===== src/rtl/cpu_phase_sequencer.sv =====
// cpu_phase_sequencer: instruction-cycle sequencer for the 16-bit CPU.
// Produces one-hot FETCH/EXEC1/EXEC2 phase strobes, handles the instruction
// RAM ready handshake with a fetch timeout, STP halt, run/single-step debug
// control, a PC breakpoint, and saturating cycle/retired-instruction counters.
module cpu_phase_sequencer #(
    parameter int CNT_W   = 32,
    parameter int TIMEOUT = 15
) (
    input  logic             CLK,
    input  logic             RSTn,
    input  logic             RUN,
    input  logic             STEP,
    input  logic             E2,
    input  logic             STP,
    input  logic             MEM_READY,
    input  logic [15:0]      PC,
    input  logic [15:0]      BP_ADDR,
    input  logic             BP_EN,
    output logic             FETCH,
    output logic             EXEC1,
    output logic             EXEC2,
    output logic             IR_LOAD,
    output logic             HALTED,
    output logic             FAULT,
    output logic             BP_HIT,
    output logic [CNT_W-1:0] CYCLE_CNT,
    output logic [CNT_W-1:0] INSTR_CNT
);

    typedef enum logic [2:0] {
        S_IDLE,
        S_FETCH,
        S_EXEC1,
        S_EXEC2,
        S_DISPATCH,
        S_HALT,
        S_ERR
    } state_t;

    localparam logic [7:0]       TIMEOUT_W = 8'(TIMEOUT);
    localparam logic [7:0]       WAIT_ONE  = 8'd1;
    localparam logic [CNT_W-1:0] CNT_ONE   = {{(CNT_W-1){1'b0}}, 1'b1};
    localparam logic [CNT_W-1:0] CNT_MAX   = {CNT_W{1'b1}};

    state_t           state_q, state_d;
    logic [7:0]       wait_q, wait_d;
    logic             bp_skip_q, bp_skip_d;
    logic             bp_hit_q, bp_hit_d;
    logic             step_q;
    logic             step_rise;
    logic             fetch_q, fetch_d;
    logic             exec1_q, exec1_d;
    logic             exec2_q, exec2_d;
    logic             halted_q, halted_d;
    logic             fault_q, fault_d;
    logic [CNT_W-1:0] cycle_q, cycle_d;
    logic [CNT_W-1:0] instr_q, instr_d;
    logic             retire;
    logic             active;

    // Next-state, handshake bookkeeping, registered strobe decodes and counters.
    always_comb begin
        state_d   = state_q;
        wait_d    = wait_q;
        bp_skip_d = bp_skip_q;
        bp_hit_d  = bp_hit_q;
        retire    = 1'b0;
        step_rise = STEP & ~step_q;

        case (state_q)
            S_IDLE: begin
                if (RUN || step_rise) begin
                    state_d   = S_FETCH;
                    bp_skip_d = 1'b1;
                    bp_hit_d  = 1'b0;
                end
            end
            S_FETCH: begin
                if (MEM_READY) begin
                    state_d   = S_EXEC1;
                    wait_d    = '0;
                    bp_skip_d = 1'b0;
                end else begin
                    wait_d = wait_q + WAIT_ONE;
                    if (wait_d == TIMEOUT_W) begin
                        state_d = S_ERR;
                    end
                end
            end
            S_EXEC1: begin
                if (STP) begin
                    state_d = S_HALT;
                    retire  = 1'b1;
                end else if (E2) begin
                    state_d = S_EXEC2;
                end else begin
                    state_d = S_DISPATCH;
                    retire  = 1'b1;
                end
            end
            S_EXEC2: begin
                state_d = S_DISPATCH;
                retire  = 1'b1;
            end
            S_DISPATCH: begin
                if (BP_EN && (PC == BP_ADDR) && !bp_skip_q) begin
                    state_d  = S_IDLE;
                    bp_hit_d = 1'b1;
                end else if (RUN) begin
                    state_d = S_FETCH;
                end else begin
                    state_d = S_IDLE;
                end
            end
            S_HALT:  state_d = S_HALT;
            S_ERR:   state_d = S_ERR;
            default: state_d = S_IDLE;
        endcase

        fetch_d  = (state_d == S_FETCH);
        exec1_d  = (state_d == S_EXEC1);
        exec2_d  = (state_d == S_EXEC2);
        halted_d = (state_d == S_HALT);
        fault_d  = (state_d == S_ERR);

        active = (state_q == S_FETCH) || (state_q == S_EXEC1) ||
                 (state_q == S_EXEC2) || (state_q == S_DISPATCH);

        cycle_d = cycle_q;
        if (active && (cycle_q != CNT_MAX)) begin
            cycle_d = cycle_q + CNT_ONE;
        end

        instr_d = instr_q;
        if (retire && (instr_q != CNT_MAX)) begin
            instr_d = instr_q + CNT_ONE;
        end
    end

    // State, bookkeeping and output registers; reset returns everything to idle.
    always_ff @(posedge CLK or negedge RSTn) begin
        if (!RSTn) begin
            state_q   <= S_IDLE;
            wait_q    <= '0;
            bp_skip_q <= 1'b0;
            bp_hit_q  <= 1'b0;
            step_q    <= 1'b0;
            fetch_q   <= 1'b0;
            exec1_q   <= 1'b0;
            exec2_q   <= 1'b0;
            halted_q  <= 1'b0;
            fault_q   <= 1'b0;
            cycle_q   <= '0;
            instr_q   <= '0;
        end else begin
            state_q   <= state_d;
            wait_q    <= wait_d;
            bp_skip_q <= bp_skip_d;
            bp_hit_q  <= bp_hit_d;
            step_q    <= STEP;
            fetch_q   <= fetch_d;
            exec1_q   <= exec1_d;
            exec2_q   <= exec2_d;
            halted_q  <= halted_d;
            fault_q   <= fault_d;
            cycle_q   <= cycle_d;
            instr_q   <= instr_d;
        end
    end

    assign FETCH     = fetch_q;
    assign EXEC1     = exec1_q;
    assign EXEC2     = exec2_q;
    assign IR_LOAD   = fetch_q & MEM_READY;
    assign HALTED    = halted_q;
    assign FAULT     = fault_q;
    assign BP_HIT    = bp_hit_q;
    assign CYCLE_CNT = cycle_q;
    assign INSTR_CNT = instr_q;

endmodule


===== config.mk =====
export PLATFORM = sky130hd
export DESIGN_NAME = cpu_phase_sequencer
export DESIGN_NICKNAME = d
export VERILOG_FILES = /design/src/rtl/cpu_phase_sequencer.sv
export SDC_FILE = /design/constraint.sdc
export NUM_CORES = 1
export LEC_CHECK = 0
export ABC_AREA = 1
export CELL_PAD_IN_SITES_DETAIL_PLACEMENT = 1
export CELL_PAD_IN_SITES_GLOBAL_PLACEMENT = 1
export CORE_MARGIN = 5
export CORE_UTILIZATION = 35
export DETAILED_ROUTE_END_ITERATION = 12
export PLACE_DENSITY = 0.82
export SYNTH_ARGS = -nofsm -noshare
export SYNTH_HDL_FRONTEND = slang
export SYNTH_SLANG_ARGS = --single-unit

===== constraint.sdc =====
create_clock -name CLK -period 2 [get_ports CLK]
set_input_delay 0.2 -clock CLK [delete_from_list [all_inputs] [get_ports CLK]]
set_output_delay 0.2 -clock CLK [all_outputs]
set_load 0.05 [all_outputs]

==> results of run 1 <==
[layout make-up]
type | instances | area (sq um)
Timing Repair Buffer | 152 | 1439
Multi-Input combinational cell | 493 | 2492
Clock buffer | 15 | 277.8
Sequential cell | 83 | 2078
Tap cell | 180 | 225.2
Clock inverter | 1 | 30.03
Fill cell | 1737 | 6964
Inverter | 99 | 374.1
[worst max path at each step]
stage | cells past startpoint | endpoint | start
after floorplan | 7 | CYCLE_CNT[22] | CYCLE_CNT[0]
after global placement | 8 | CYCLE_CNT[23] | CYCLE_CNT[2]
after detailed placement | 9 | CYCLE_CNT[2] | CYCLE_CNT[25]
after CTS | 8 | CYCLE_CNT[22] | CYCLE_CNT[1]
after global routing | 9 | CYCLE_CNT[10] | CYCLE_CNT[4]
final | 1 | CYCLE_CNT[3] | CYCLE_CNT[3]
[cell families (layout without fill, tap and decap cells)]
family | count (synthesis) | in the layout
buffers and inverters | 105 | 267
flip-flops | 83 | 83
XOR/XNOR | 58 | 58
AND/OR/NAND/NOR | 390 | 390
adder cells (fa/ha/maj) | 4 | 4
AO/OA/AOI/OAI | 41 | 41
[registers in the layout, indices dropped and copies added (netlist names)]
| register | count |
|---|---|
| CYCLE_CNT | 32 |
| EXEC1 | 1 |
| EXEC2 | 1 |
| wait_q | 8 |
| bp_skip_q | 1 |
| BP_HIT | 1 |
| INSTR_CNT | 32 |
| state_q | 3 |
| FETCH | 1 |
| step_q | 1 |
| HALTED | 1 |
| FAULT | 1 |
[routing by layer]
layer | global-route usage [%] | wire [microns]
met1 | 24.64 | 6910
met3 | 4.400 | 614
met2 | 38.11 | 8956
met4 | 7.783 | 518
met5 | 0 | 0
[layout by cell type (no fill, tap or decap), drive strengths merged]
cell | netlist | final
nor2 | 107 | 107
dfrtp | 83 | 83
xnor2 | 15 | 15
nand3 | 32 | 32
clkbuf | 0 | 15
nand3b | 3 | 3
ha | 4 | 4
nand2 | 200 | 200
buf | 6 | 43
o22ai | 4 | 4
o211ai | 1 | 1
xor2 | 43 | 43
clkdlybuf4s50 | 0 | 108
dlygate4sd3 | 0 | 1
nor3 | 32 | 32
nand4 | 16 | 16
a21oi | 1 | 1
a31oi | 1 | 1
bufinv | 0 | 1
o21ai | 34 | 34
inv | 99 | 99
[power by group through the flow]
stage	Combinational [mW]	Clock (mW)	Sequential (mW)
final	2.59	1.76	2.21
after global routing	2.81	1.87	2.25
after CTS	2.57	1.79	2.21
after detailed placement	2.54	0	2.22
after floorplan	1.06	0	2.81
after global placement	2.47	0	2.20
[stage by stage]
step	cells	total power [mW]	util, %	TNS, ns	worst slack [ns]
finish	1023	6.550	49.83	0	0.09478
floorplan	681	3.869	-	0	0.003496
CTS	1022	6.568	49.43	0	0.007018
detailed placement	1005	4.765	47.14	0	0.07707
global placement	1005	4.668	47.14	0	0.1529
global route	1023	6.924	49.83	-0.005912	-0.004299
[what timing repair did]
| item | 4_1_cts | 5_1_grt |
|---|---|---|
| gates resized for setup | 0 | 14 |
| buffers inserted | 0 | 1 |
| hold buffers | 1 | 0 |
| endpoints found under the setup margin | 0 | 31 |
| endpoints found under the hold margin | 29 | 0 |
==> results_dict.tcl, run 1 <==
set metrics [dict create \
    outcome "complete, no violations" \
    grt_usage_pct 21.14 \
    ir_worst_vdd_v 0.0006196 \
    grt_start_max_net_pins 38 \
    worstSetupPathType "flip-flop to output pin" \
    post_drt_wl_per_cell_microns 16.62 \
    max_stage_delay_ns 0.86 \
    min_from "STEP" \
    startpoint_type "flip-flop" \
    ant_nets 0 \
    drc_errors 0 \
    synth_most_common_cell "nand2_1" \
    timing.rr.start "CYCLE_CNT[2]" \
    synth_area_leaders "dfrtp_1 (42%), nand2_1 (15%), nor2_1 (8.0%), xor2_1 (7.6%), inv_1 (6.9%)" \
    worstPathCellList "clkdlybuf4s50_1" \
    path_delay_family "buffers and inverters" \
    antenna_found_initial 0 \
    die_h_microns 128.8 \
    crit_slowest_cell "clkdlybuf4s50_1" \
    synth_top_family_by_area "simple AND/OR/NAND/NOR gates" \
    grt_pass1_wl_microns 27840 \
    ys.flop_type "dfrtp_1" \
    root_buffer "clkbuf_16" \
    drt_iter0_markers 317 \
    drv_cap 0 \
    syn_area_sq_um 4943 \
    cts_tree "built" \
    dr.pass1.iters 6 \
    hp-class "primary input to flip-flop" \
    synth-edff-count 0 \
    synthTopCellsByCount "nand2_1 (197), nor2_1 (105), inv_1 (91)" \
    clockPowerShare_pct 26.8 \
    fp-row-count 43 \
    post_synth_num_cell_types 28 \
    final_area_sq_um 6917 \
    fin_crit_sh_pct 95.26 \
    nNetsFinal 882 \
    die_x_microns 128.8 \
    ys_warn_count 0 \
    drv_slew 0 \
    p_int_mw 3.833 \
    place_area_sq_um 6544 \
    yosysSeqAreaShare_pct 42.01 \
    max_slew.worst_pin.slew_ns 0.5798 \
    gp_congestion 0.9017 \
    skew_ns 0.006703 \
    synthesis.nets 725 \
    layout-drive-gt1-share_pct 10.68 \
    avgSynthCellArea_sq_um 7.259 \
    cts_buffer_depth 2 \
    crit_fanout 5 \
    hold_end "step_q" \
    via_per_inst 4.972 \
    p_per_area_nw_per_um2 947.0 \
    synthToLayoutAreaGrowth_pct 39.91 \
    place.detailed.hpwl_microns 12980 \
    cts_made_buffers 9 \
    p_leak_nw 3.215 \
    finalSetupViolations 0 \
    synthSimpleGateAreaFrac_pct 33.43 \
    yosys.area_share.xor_xnor_pct 10.28 \
    grt-ovfl-total 0 \
    syn_inst 681 \
    r2r-end "CYCLE_CNT[23]" \
    io_buffer_count 110 \
    worstRegToRegCells 8 \
    clk-insertion-delay-late_ns 0.35 \
    p_sw_share_pct 41.48 \
    switchingPower_mw 2.717 \
    coreArea_sq_um 13880 \
    io_pins 111 \
    path_clk_slew_ns 0.06 \
    synthMuxAreaShare_pct 0 \
    synthAdderAreaFrac_pct 1.012 \
    die-area_sq_um 16600 \
    htree_num_levels 3 \
    arrival_ns 1.71 \
    critPathBufInv 1 \
    fmax_mhz 524.9 \
    grt_pass1_vias 5607 \
    antenna_cells 0 \
    required_ns 1.80 \
    ys_async_sr_fraction_pct 100.0 \
    period_needed_ns 1.905 \
    start_util_pct 35.61 \
    critPathCaptureType "output pin" \
    clkSinkCount 83 \
    hold_viol 0 \
    comb_power_share_pct 39.5 \
    wirelength_microns 17000 \
    p_seq_share_pct 33.7 \
    yosys.area.top_type "dfrtp_1" \
    fin_hold_ws_ns 0.3298 \
    ys_ff_latch 83 \
    hold_depth 1 \
    r2r_setup_slack_ns 0.10 \
    synth_compound_area_share_pct 4.784 \
    slew_headroom_pct 61.22 \
    synth_top_area_share_pct 42.01 \
    num_vias 5086 \
]
Power figures use the tool's default switching activity.
==> inputs of run 2 (changes only) <==
--- a/config.mk
+++ b/config.mk
@@ -8,7 +8,6 @@
 export ABC_AREA = 1
 export CELL_PAD_IN_SITES_DETAIL_PLACEMENT = 1
 export CELL_PAD_IN_SITES_GLOBAL_PLACEMENT = 1
-export CORE_MARGIN = 5
 export CORE_UTILIZATION = 35
 export DETAILED_ROUTE_END_ITERATION = 12
 export PLACE_DENSITY = 0.82
==> run 2 against run 1 <==
Net effect:
- sequential power hardly changed
- final area about the same
- worst hold slack got worse by 0.0061 ns
- highest routed layer unchanged
- the run now ends with DRC left
- die area is 12% lower
- first-iteration DRC count shrank 15%
- non-clock buffer count up 2
==> results_dict.tcl, run 2 (synthesis gave the netlist of run 1 again) <==
set metrics [dict create \
    dr.pass1.iters 8 \
    worstPathCellList "ha_1, nand3_1, inv_1, nand2_1, nor2_1, nand2_1, nand2_2, inv_2, nand3_1, xnor2_1" \
    wirelength_microns 16330 \
    io_pins 111 \
    drt_iter0_markers 270 \
    die_x_microns 120.8 \
    fin_crit_sh_pct 96.17 \
    grt_pass1_vias 5592 \
    nNetsFinal 884 \
    grt-ovfl-total 0 \
    layout_common_cells "nand2_1 (197), clkdlybuf4s50_1 (108), nor2_1 (101)" \
    grt_usage_pct 23.94 \
    htree_num_levels 3 \
    arrival_ns 2.14 \
    place_area_sq_um 6566 \
    crit_fanout 17 \
    max_stage_delay_ns 0.41 \
    io_buffer_count 110 \
    max_slew.worst_pin.slew_ns 0.5437 \
    coreArea_sq_um 13830 \
    die_h_microns 120.8 \
    final_cell_count_no_fill 1025 \
    grt_pass1_wl_microns 27210 \
    clk-insertion-delay-late_ns 0.35 \
    place.detailed.hpwl_microns 12650 \
    violations "DRC" \
    cts_made_buffers 9 \
    layout_commonest_cell "nand2_1" \
    antenna_found_initial 0 \
    worstSetupPathType "flip-flop to flip-flop" \
    hold_viol 0 \
    finalSetupViolations 0 \
    path_clk_slew_ns 0.06 \
    critPathCaptureType "flip-flop" \
    required_ns 2.22 \
    layout-drive-gt1-share_pct 10.77 \
    ant_nets 0 \
    hp-class "primary input to flip-flop" \
    gp_congestion 0.8676 \
    drv_cap 0 \
    rsz0062_at_grt "true" \
    fp-row-count 43 \
    start_util_pct 35.75 \
    synthToLayoutAreaGrowth_pct 40.04 \
    pre_cts_ws_ns 0.07287 \
    period_needed_ns 1.923 \
    startpoint_type "flip-flop" \
    slew_headroom_pct 63.64 \
    p_leak_nw 3.229 \
    cts_tree "built" \
    drv_slew 0 \
    antenna_cells 0 \
    p_per_area_nw_per_um2 951.6 \
    drc_errors 2 \
    outcome "complete, but fails checks" \
    root_buffer "clkbuf_16" \
    final_core_util_pct 50.07 \
    ir_worst_vdd_v 0.0006891 \
    fmax_mhz 519.9 \
    final_area_sq_um 6923 \
    clkSinkCount 83 \
    cts_buffer_depth 2 \
    crit_slowest_cell "dfrtp_1" \
    fillCellCount 1733 \
    grt_start_max_net_pins 34 \
    via_per_inst 4.921 \
    num_vias 5044 \
    dp.cells 1008 \
    fin_ws_ns 0.07651 \
    setup_tns_ns 0 \
    die-area_sq_um 14600 \
    post_drt_wl_per_cell_microns 15.93 \
    skew_ns 0.008009 \
]
## run 2: through the flow
step | power (mW) | hold slack, ns
2_1_floorplan | 3.869 | -0.09559
3_3_place_gp | 4.679 | 0.1855
3_5_place_dp | 4.786 | 0.1877
4_1_cts | 6.597 | 0.3136
5_1_grt | 6.919 | 0.3237
6_report | 6.588 | 0.3237
## run 2: report_power, final
group          switching (mW)  total, mW  internal (mW)
clock                   0.678       1.78           1.11
sequential              0.284       2.22           1.93
combinational            1.75       2.59          0.835
## run 2: layout make-up
| type | count | area [sq um] | share of cell area (%) |
|---|---|---|---|
| multi-input combinational | 493 | 2467 | 35.64 |
| sequential | 83 | 2081 | 30.06 |
| timing repair buffer | 154 | 1458 | 21.06 |
| inverter | 99 | 374.1 | 5.404 |
| clock buffer | 15 | 287.8 | 4.157 |
| tap | 180 | 225.2 | 3.253 |
| clock inverter | 1 | 30.03 | 0.4338 |
## run 2: routing by layer
metal	wire length [microns]	vias up	track usage, %	part of all wire [%]
met5	0	-	0	0
met2	8751	99	43.57	54
met1	6652	2482	27.43	41
li1	-	2433	-	-
met3	482	30	4.104	3.0
met4	439	0	10.03	2.7
## run 2: critical path, delay by kind of cell (launching register included)
family,cells,cell delay (ns)
flip-flops,1,0.41
XOR/XNOR,1,0.17
buffers and inverters,2,0.32
AND/OR/NAND/NOR,6,0.65
adder cells (fa/ha/maj),1,0.23
## run 2: path summary, 6_finish.rpt
check	start	endpoint	slack [ns]	depth (start not counted)
worst max-delay path	INSTR_CNT[0]	INSTR_CNT[11]	0.08	10
worst min-delay path	STEP	step_q	0.32	1
worst max register to register	INSTR_CNT[0]	INSTR_CNT[11]	0.08	10
worst min register to register	INSTR_CNT[4]	INSTR_CNT[4]	0.51	1
max in group asynchronous	RSTn	CYCLE_CNT[17]	0.98	3
min in group asynchronous	RSTn	CYCLE_CNT[2]	0.35	2
## run 2: timing repair
item,4_1_cts,5_1_grt
hold endpoints to repair,30,0
setup endpoints to repair,0,38
setup buffers,0,0
hold buffers,1,0
resized for setup,0,11
==> inputs of run 3 (changes only) <==
--- a/config.mk
+++ b/config.mk
@@ -10,7 +10,8 @@
 export CELL_PAD_IN_SITES_GLOBAL_PLACEMENT = 1
 export CORE_UTILIZATION = 35
 export DETAILED_ROUTE_END_ITERATION = 12
-export PLACE_DENSITY = 0.82
+export GPL_ROUTABILITY_DRIVEN = 0
+export PLACE_DENSITY = 0.83
 export SYNTH_ARGS = -nofsm -noshare
 export SYNTH_HDL_FRONTEND = slang
 export SYNTH_SLANG_ARGS = --single-unit
==> run 3 against run 2 <==
Net effect:
- the flow now finishes without violations
- combinational power shrank 2%
- global-route usage shrank 0.21 points
- die area is the same
- clock skew grew 0.0024 ns
- critical path depth shrank 2
- count of clock-buffer cells in the layout shrank 3
- maximum frequency shrank 0.88%
- sequential power is essentially flat
- wire length shrank 1.2%
- critical endpoint is now CYCLE_CNT[20]
- highest routed layer unchanged
==> results_dict.tcl, run 3 (synthesis gave the netlist of run 1 again) <==
set metrics [dict create \
    outcome "complete, no violations" \
    drc_errors 0 \
    timing.rr.start "CYCLE_CNT[1]" \
    startpoint "CYCLE_CNT[1]" \
    fillCellCount 1723 \
    io_pins 111 \
    required_ns 2.26 \
    period_needed_ns 1.941 \
    worstSetupPathType "flip-flop to flip-flop" \
    start_util_pct 35.75 \
    drv_cap 0 \
    fmax_mhz 515.3 \
    layout_commonest_cell "nand2_1" \
    finalSetupViolations 0 \
    fin_crit_sh_pct 97.03 \
    nNetsFinal 873 \
    fin_ws_ns 0.05938 \
    via_per_inst 4.953 \
    place.detailed.hpwl_microns 12580 \
    ir_worst_vdd_v 0.0006466 \
    clk-insertion-delay-late_ns 0.35 \
    clkSinkCount 83 \
    num_vias 5017 \
    fin_hold_ws_ns 0.2237 \
    cts_made_buffers 9 \
    post_drt_wl_per_cell_microns 15.93 \
    critPathCaptureType "flip-flop" \
    dr.pass1.iters 8 \
    path_clk_slew_ns 0.06 \
    io_buffer_count 110 \
    p_leak_nw 3.163 \
    crit_fanout 4 \
    root_buffer "clkbuf_16" \
    grt_usage_pct 23.73 \
    worstPathCellList "ha_1, nand3_1, nor2_2, nand2_1, nor2_1, nand3_1, nor2_1, xor2_1" \
    coreArea_sq_um 13830 \
    drt_iter0_markers 255 \
    antenna_found_initial 0 \
    grt_pass1_vias 5557 \
    place_area_sq_um 6476 \
    ant_nets 0 \
    die_x_microns 120.8 \
    max_slew.worst_pin.slew_ns 0.5504 \
    layout-drive-gt1-share_pct 9.964 \
    hold_viol 0 \
    grt-ovfl-total 0 \
    finalPower_mw 6.424 \
    arrival_ns 2.20 \
    p_per_area_nw_per_um2 941.4 \
    synthToLayoutAreaGrowth_pct 38.04 \
    wirelength_microns 16130 \
    pre_cts_ws_ns 0.1172 \
    crit_slowest_cell "dfrtp_2" \
    fp-row-count 43 \
    startpoint_type "flip-flop" \
    critPathBufInv 0 \
    die-area_sq_um 14600 \
    layout_common_cells "nand2_1 (197), clkdlybuf4s50_1 (108), nor2_1 (99)" \
    antenna_cells 0 \
    hp-class "primary input to asynchronous set/reset pin" \
    setup_tns_ns 0 \
    htree_num_levels 3 \
    path_delay_family "simple AND/OR/NAND/NOR gates" \
    grt_start_max_net_pins 51 \
    die_h_microns 120.8 \
    drv_slew 0 \
    grt_pass1_wl_microns 26790 \
    slew_headroom_pct 63.19 \
    skew_ns 0.01038 \
    final_area_sq_um 6824 \
    max_stage_delay_ns 0.39 \
    cts_tree "built" \
    cts_buffer_depth 2 \
]
[run 3: worst paths after layout]
check                                end  slack (ns)  cells after the start
max                        CYCLE_CNT[20]        0.06                      8
min                         CYCLE_CNT[2]        0.22                      2
max reg2reg                CYCLE_CNT[20]        0.06                      8
min reg2reg                       BP_HIT        0.52                      2
max in group asynchronous  CYCLE_CNT[20]        1.17                      3
min in group CLK                  step_q        0.34                      1
[run 3: layout make-up]
cell class / count / area [sq um] / share of cell area [%]
tap: 180 / 225.2 / 3.300
multi-input combinational: 493 / 2485 / 36.41
inverter: 99 / 376.6 / 5.519
clock inverter: 3 / 40.04 / 0.5867
timing repair buffer: 143 / 1371 / 20.10
clock buffer: 12 / 246.5 / 3.612
sequential: 83 / 2079 / 30.47
[run 3: repair_timing]
item,4_1_cts,5_1_grt
hold buffers,1,0
setup endpoints to repair,0,24
gates resized for setup,0,16
setup buffers,0,1
endpoints found under the hold margin,56,0
[run 3: metrics by stage]
step / util, % / cells
2_1_floorplan: - / 681
3_3_place_gp: 46.84 / 996
3_5_place_dp: 46.84 / 996
4_1_cts: 48.98 / 1012
5_1_grt: 49.35 / 1013
6_report: 49.35 / 1013
[run 3: routing by layer]
metal | track usage (%) | share of wire, %
met1 | 27.34 | 42
met2 | 42.75 | 53
met3 | 5.094 | 2.7
met4 | 8.796 | 2.4
met5 | 0 | 0
[run 3: power by group]
part           internal [mW]  total, mW  switching [mW]
registers               1.93       2.21           0.278
clock network          0.992       1.67           0.683
logic                  0.807       2.54            1.73
total                   3.73       6.42            2.69
==> edit 1, RTL diff (flow settings as in run 2) <==
Make the reset (`RSTn`) synchronous in one clocked block.
--- a/src/rtl/cpu_phase_sequencer.sv
+++ b/src/rtl/cpu_phase_sequencer.sv
@@ -140,3 +140,3 @@
     // State, bookkeeping and output registers; reset returns everything to idle.
-    always_ff @(posedge CLK or negedge RSTn) begin
+    always_ff @(posedge CLK) begin
         if (!RSTn) begin
Check against the original RTL: differs if RSTn is asserted again (counterexample within 4 cycles, from zero or initial values and one cycle with RSTn low); with RSTn held inactive, the same outputs for 10 cycles.
==> edit 1 against run 2 <==
Maximum frequency fell by 0.16%; setup slack worse by 0.0030 ns; area after synthesis up 2.9%; global-route usage fell by 1.9 points; sequential cell count unchanged; non-clock buffer count is 16 lower; design area shrank 0.90%; routed wire length fell by 2.5%; sequential share of layout area decreased by 5.8 points; via count grew 10%; core utilization fell by 1.2 points.
Power is not compared: it rests on default switching activity, and its combinational part moved more than twofold at a synthesized area within 25%.
==> edit 1: results (changes against run 2) <==
| Metric | Value |
|---|---|
| Max frequency | `519.1 MHz (was 519.9 MHz)` |
| Met1 track demand over resource | `27.29% (was 27.43%)` |
| Final Total Pwr | `3.878 mW` |
| Data arrival time of the critical path | `1.73 ns (was 2.14 ns)` |
| First DRT Iteration DRCs | `182 (was 270)` |
| Reg-to-Reg Start | `CYCLE_CNT[0]$_SDFFE_PN0P_ (was INSTR_CNT[0]$_DFFE_PN0P_)` |
| Detailed route wirelength on metal3 | `638 µm (was 482 µm)` |
| CP peak stage delay | `0.80 ns (was 0.41 ns)` |
| Transition time of the tightest slew-check pin | `0.5243 ns (was 0.5437 ns)` |
| Fraction of layout cells with a size suffix above 1 | `8.431% (was 10.77%)` |
| Status | `finished, final reports clean (was finished, violations left)` |
| Global-route wire length before repair | `26.06 mm (was 27.21 mm)` |
| Most instantiated flip-flop cell in the synthesis netlist | `dfxtp_1 (was dfrtp_1)` |
| Most instantiated cells after synthesis | `nand2_1 (249), nor2_1 (113), inv_1 (85), dfxtp_1 (83), a21oi_1 (61) (was nand2_1 (197), nor2_1 (105), inv_1 (91), dfrtp_1 (83), xor2_1 (43))` |
| Cell count after placement | `1100 (was 1008)` |
| Top Family by Delay on Critical Path | `buffers and inverters (was simple AND/OR/NAND/NOR gates)` |
| Number of library cell types mapped by synthesis | `40 (was 28)` |
| Peak fanout along the critical path | `4 (was 17)` |
| Setup slack at placement | `0.1338 ns (was 0.07287 ns)` |
| Mean post-synth cell area | `6.345 µm² (was 7.259 µm²)` |
| FF-to-FF setup slack | `0.15 ns (was 0.08 ns)` |
| First-pass detailed-route iteration total | `4 (was 8)` |
| Total nets after synthesis | `846 (was 725)` |
| Hpwl dp | `12.32 mm (was 12.65 mm)` |
| Setup crit start | `INSTR_CNT[15]$_SDFFE_PN0P_ (was INSTR_CNT[0]$_DFFE_PN0P_)` |
| Hold Path Cell Cnt | `3 (was 1)` |
| Area of placed instances | `6536 µm² (was 6566 µm²)` |
| Top cells by area, synth | `dfxtp_1 (33%), nand2_1 (18%), nor2_1 (8.3%) (was dfrtp_1 (42%), nand2_1 (15%), nor2_1 (8.0%))` |
| Via/cell ratio | `4.972 (was 4.921)` |
| Overall global routing resource usage | `22.07% (was 23.94%)` |
| Ys async rst share | `0% (was 100.0%)` |
| Post-layout net count | `978 (was 884)` |
| Sequential area share after synthesis | `32.65% (was 42.01%)` |
| Met2 layer wire length in the routed design | `7.599 mm (was 8.751 mm)` |
edit 1: layout make-up:
type / instances / area (µm²)
multi-input cells: 611 / 2977
well taps: 180 / 225.2
clock buffers: 12 / 256.5
clock inverters: 2 / 12.51
repair buffers: 138 / 1376
fillers: 1818 / 7182
flip-flops and latches: 83 / 1667
inverters: 91 / 346.6
edit 1: worst paths after layout:
kind	end
worst max-delay path	INSTR_CNT[15]
worst min-delay path	step_q$_SDFF_PN0_
worst max register to register	CYCLE_CNT[17]$_SDFFE_PN0P_
worst min register to register	bp_skip_q$_SDFFE_PN0P_
edit 1: cell families (layout without fill, tap and decap cells):
group | after synthesis | in the layout | share of synthesized area, %
and+or+nand+nor | 476 | 476 | 40.82
buffers and inverters | 108 | 243 | 9.146
AOI/OAI and AO/OA | 91 | 91 | 9.516
DFF | 83 | 83 | 32.65
xor gates and xnor gates | 40 | 40 | 6.885
adders and majority gates | 4 | 4 | 0.9836
==> edit 2, RTL diff (settings of run 2) <==
Without the edit above. Set the parameter `CNT_W` to 16 (it was 32).
--- a/src/rtl/cpu_phase_sequencer.sv
+++ b/src/rtl/cpu_phase_sequencer.sv
@@ -5,3 +5,3 @@
 module cpu_phase_sequencer #(
-    parameter int CNT_W   = 32,
+    parameter int CNT_W   = 16,
     parameter int TIMEOUT = 15
Interface: changed (resized CYCLE_CNT and INSTR_CNT); port bits go from 111 to 79. No check against the original RTL was run, so the function may have changed too.
==> edit 2 against run 2 <==
Setup slack gained 0.086 ns; sequential cell count shrank 32; highest routed layer unchanged; core utilization is essentially flat; clock skew grew 0.0082 ns; area after synthesis shrank 41%; via count shrank 46%; routed wire length shrank 53%; final cell count shrank 44%; design area shrank 43%; sequential share of layout area grew 2.3 points; power shrank 38%; maximum frequency grew 4.7%; critical path type is now flip-flop to output pin; largest cell class unchanged; sequential power shrank 32%.
==> edit 2: results (changes against run 2) <==
| Metric | Value |
|---|---|
| Status | `finished, final reports clean (was finished, violations left)` |
| Number of inverters outside the clock class in the layout | `64 (was 99)` |
| Non-Clock Buffer Count | `82 (was 154)` |
| Remaining design rule violation count | `0 (was 2)` |
| Met2 layer wire length in the routed design | `3.937 mm (was 8.751 mm)` |
| Area of placed instances | `3842 µm² (was 6566 µm²)` |
| Top Family by Delay on Critical Path | `buffers and inverters (was simple AND/OR/NAND/NOR gates)` |
| Most instantiated cells after synthesis | `nand2_1 (118), inv_1 (56), dfrtp_1 (51), nor2_1 (41), nand3_1 (20) (was nand2_1 (197), nor2_1 (105), inv_1 (91), dfrtp_1 (83), xor2_1 (43))` |
| Fillers | `989 (was 1733)` |
| Number of cells traversed by the worst register-to-register path | `11 (was 10)` |
| FF-to-FF setup slack | `0.16 ns (was 0.08 ns)` |
| Complex-gate fraction of the synthesized area | `4.528% (was 4.784%)` |
| Area taken by multi-input logic gates | `1388 µm² (was 2467 µm²)` |
| Cell count after placement | `565 (was 1008)` |
| Fraction of layout cells with a size suffix above 1 | `7.400% (was 10.77%)` |
| Via/cell ratio | `4.732 (was 4.921)` |
| Peak fanout along the critical path | `6 (was 17)` |
| Number of H-tree branching levels | `2 (was 3)` |
| Transition time of the tightest slew-check pin | `0.5311 ns (was 0.5437 ns)` |
| CP peak stage delay | `0.87 ns (was 0.41 ns)` |
| Worst slack on hold paths | `0.3652 ns (was 0.3237 ns)` |
| Setup slack at placement | `0.1773 ns (was 0.07287 ns)` |
| Reg-to-Reg Start | `wait_q[1]$_DFFE_PN0P_ (was INSTR_CNT[0]$_DFFE_PN0P_)` |
| Leakage power figure | `1.903 nW (was 3.229 nW)` |
| Largest net degree at the start of global routing | `33 (was 34)` |
| Clock buffer count from CTS | `5 (was 9)` |
| Clock latency reported for the late side of the worst-skew pair | `0.31 ns (was 0.35 ns)` |
| Sequential area share after synthesis | `43.98% (was 42.01%)` |
| Layout multi-input combinational cell count | `268 (was 493)` |
| Setup crit start | `INSTR_CNT[9]$_DFFE_PN0P_ (was INSTR_CNT[0]$_DFFE_PN0P_)` |
| Library cell contributing the largest single delay on the critical path | `clkdlybuf4s50_1 (was dfrtp_1)` |
==> edit 2: cell count changes in the layout (fill, tap and decap cells not counted), moves of 9 or more <==
cell             delta
xor2_1             -29
nor3_1             -23
inv_1              -35
nor2_1             -61
nand3_1            -12
clkbuf_16           -9
buf_4              -40
dfrtp_1            -29
o21ai_1             -9
clkdlybuf4s50_1    -32
nand2_1            -79
==> edit 2: power by group <==
group / switching, mW / internal [mW] / total [mW]
clock network: 0.352 / 0.246 / 0.598
registers: 0.258 / 1.25 / 1.50
logic: 1.30 / 0.666 / 1.96
==> edit 2: timing repair <==
item                                    4_1_cts  5_1_grt
buffers inserted                              0        1
endpoints found under the hold margin        19        0
hold buffers                                  1        0
gates resized for setup                       0        2
endpoints found under the setup margin        0        2
==> edit 2: layer usage <==
metal	vias to the layer above	GRT usage (%)
li1	1354	-
met1	1298	24.24
met2	61	34.80
met3	8	4.553
met4	0	4.487
met5	-	0
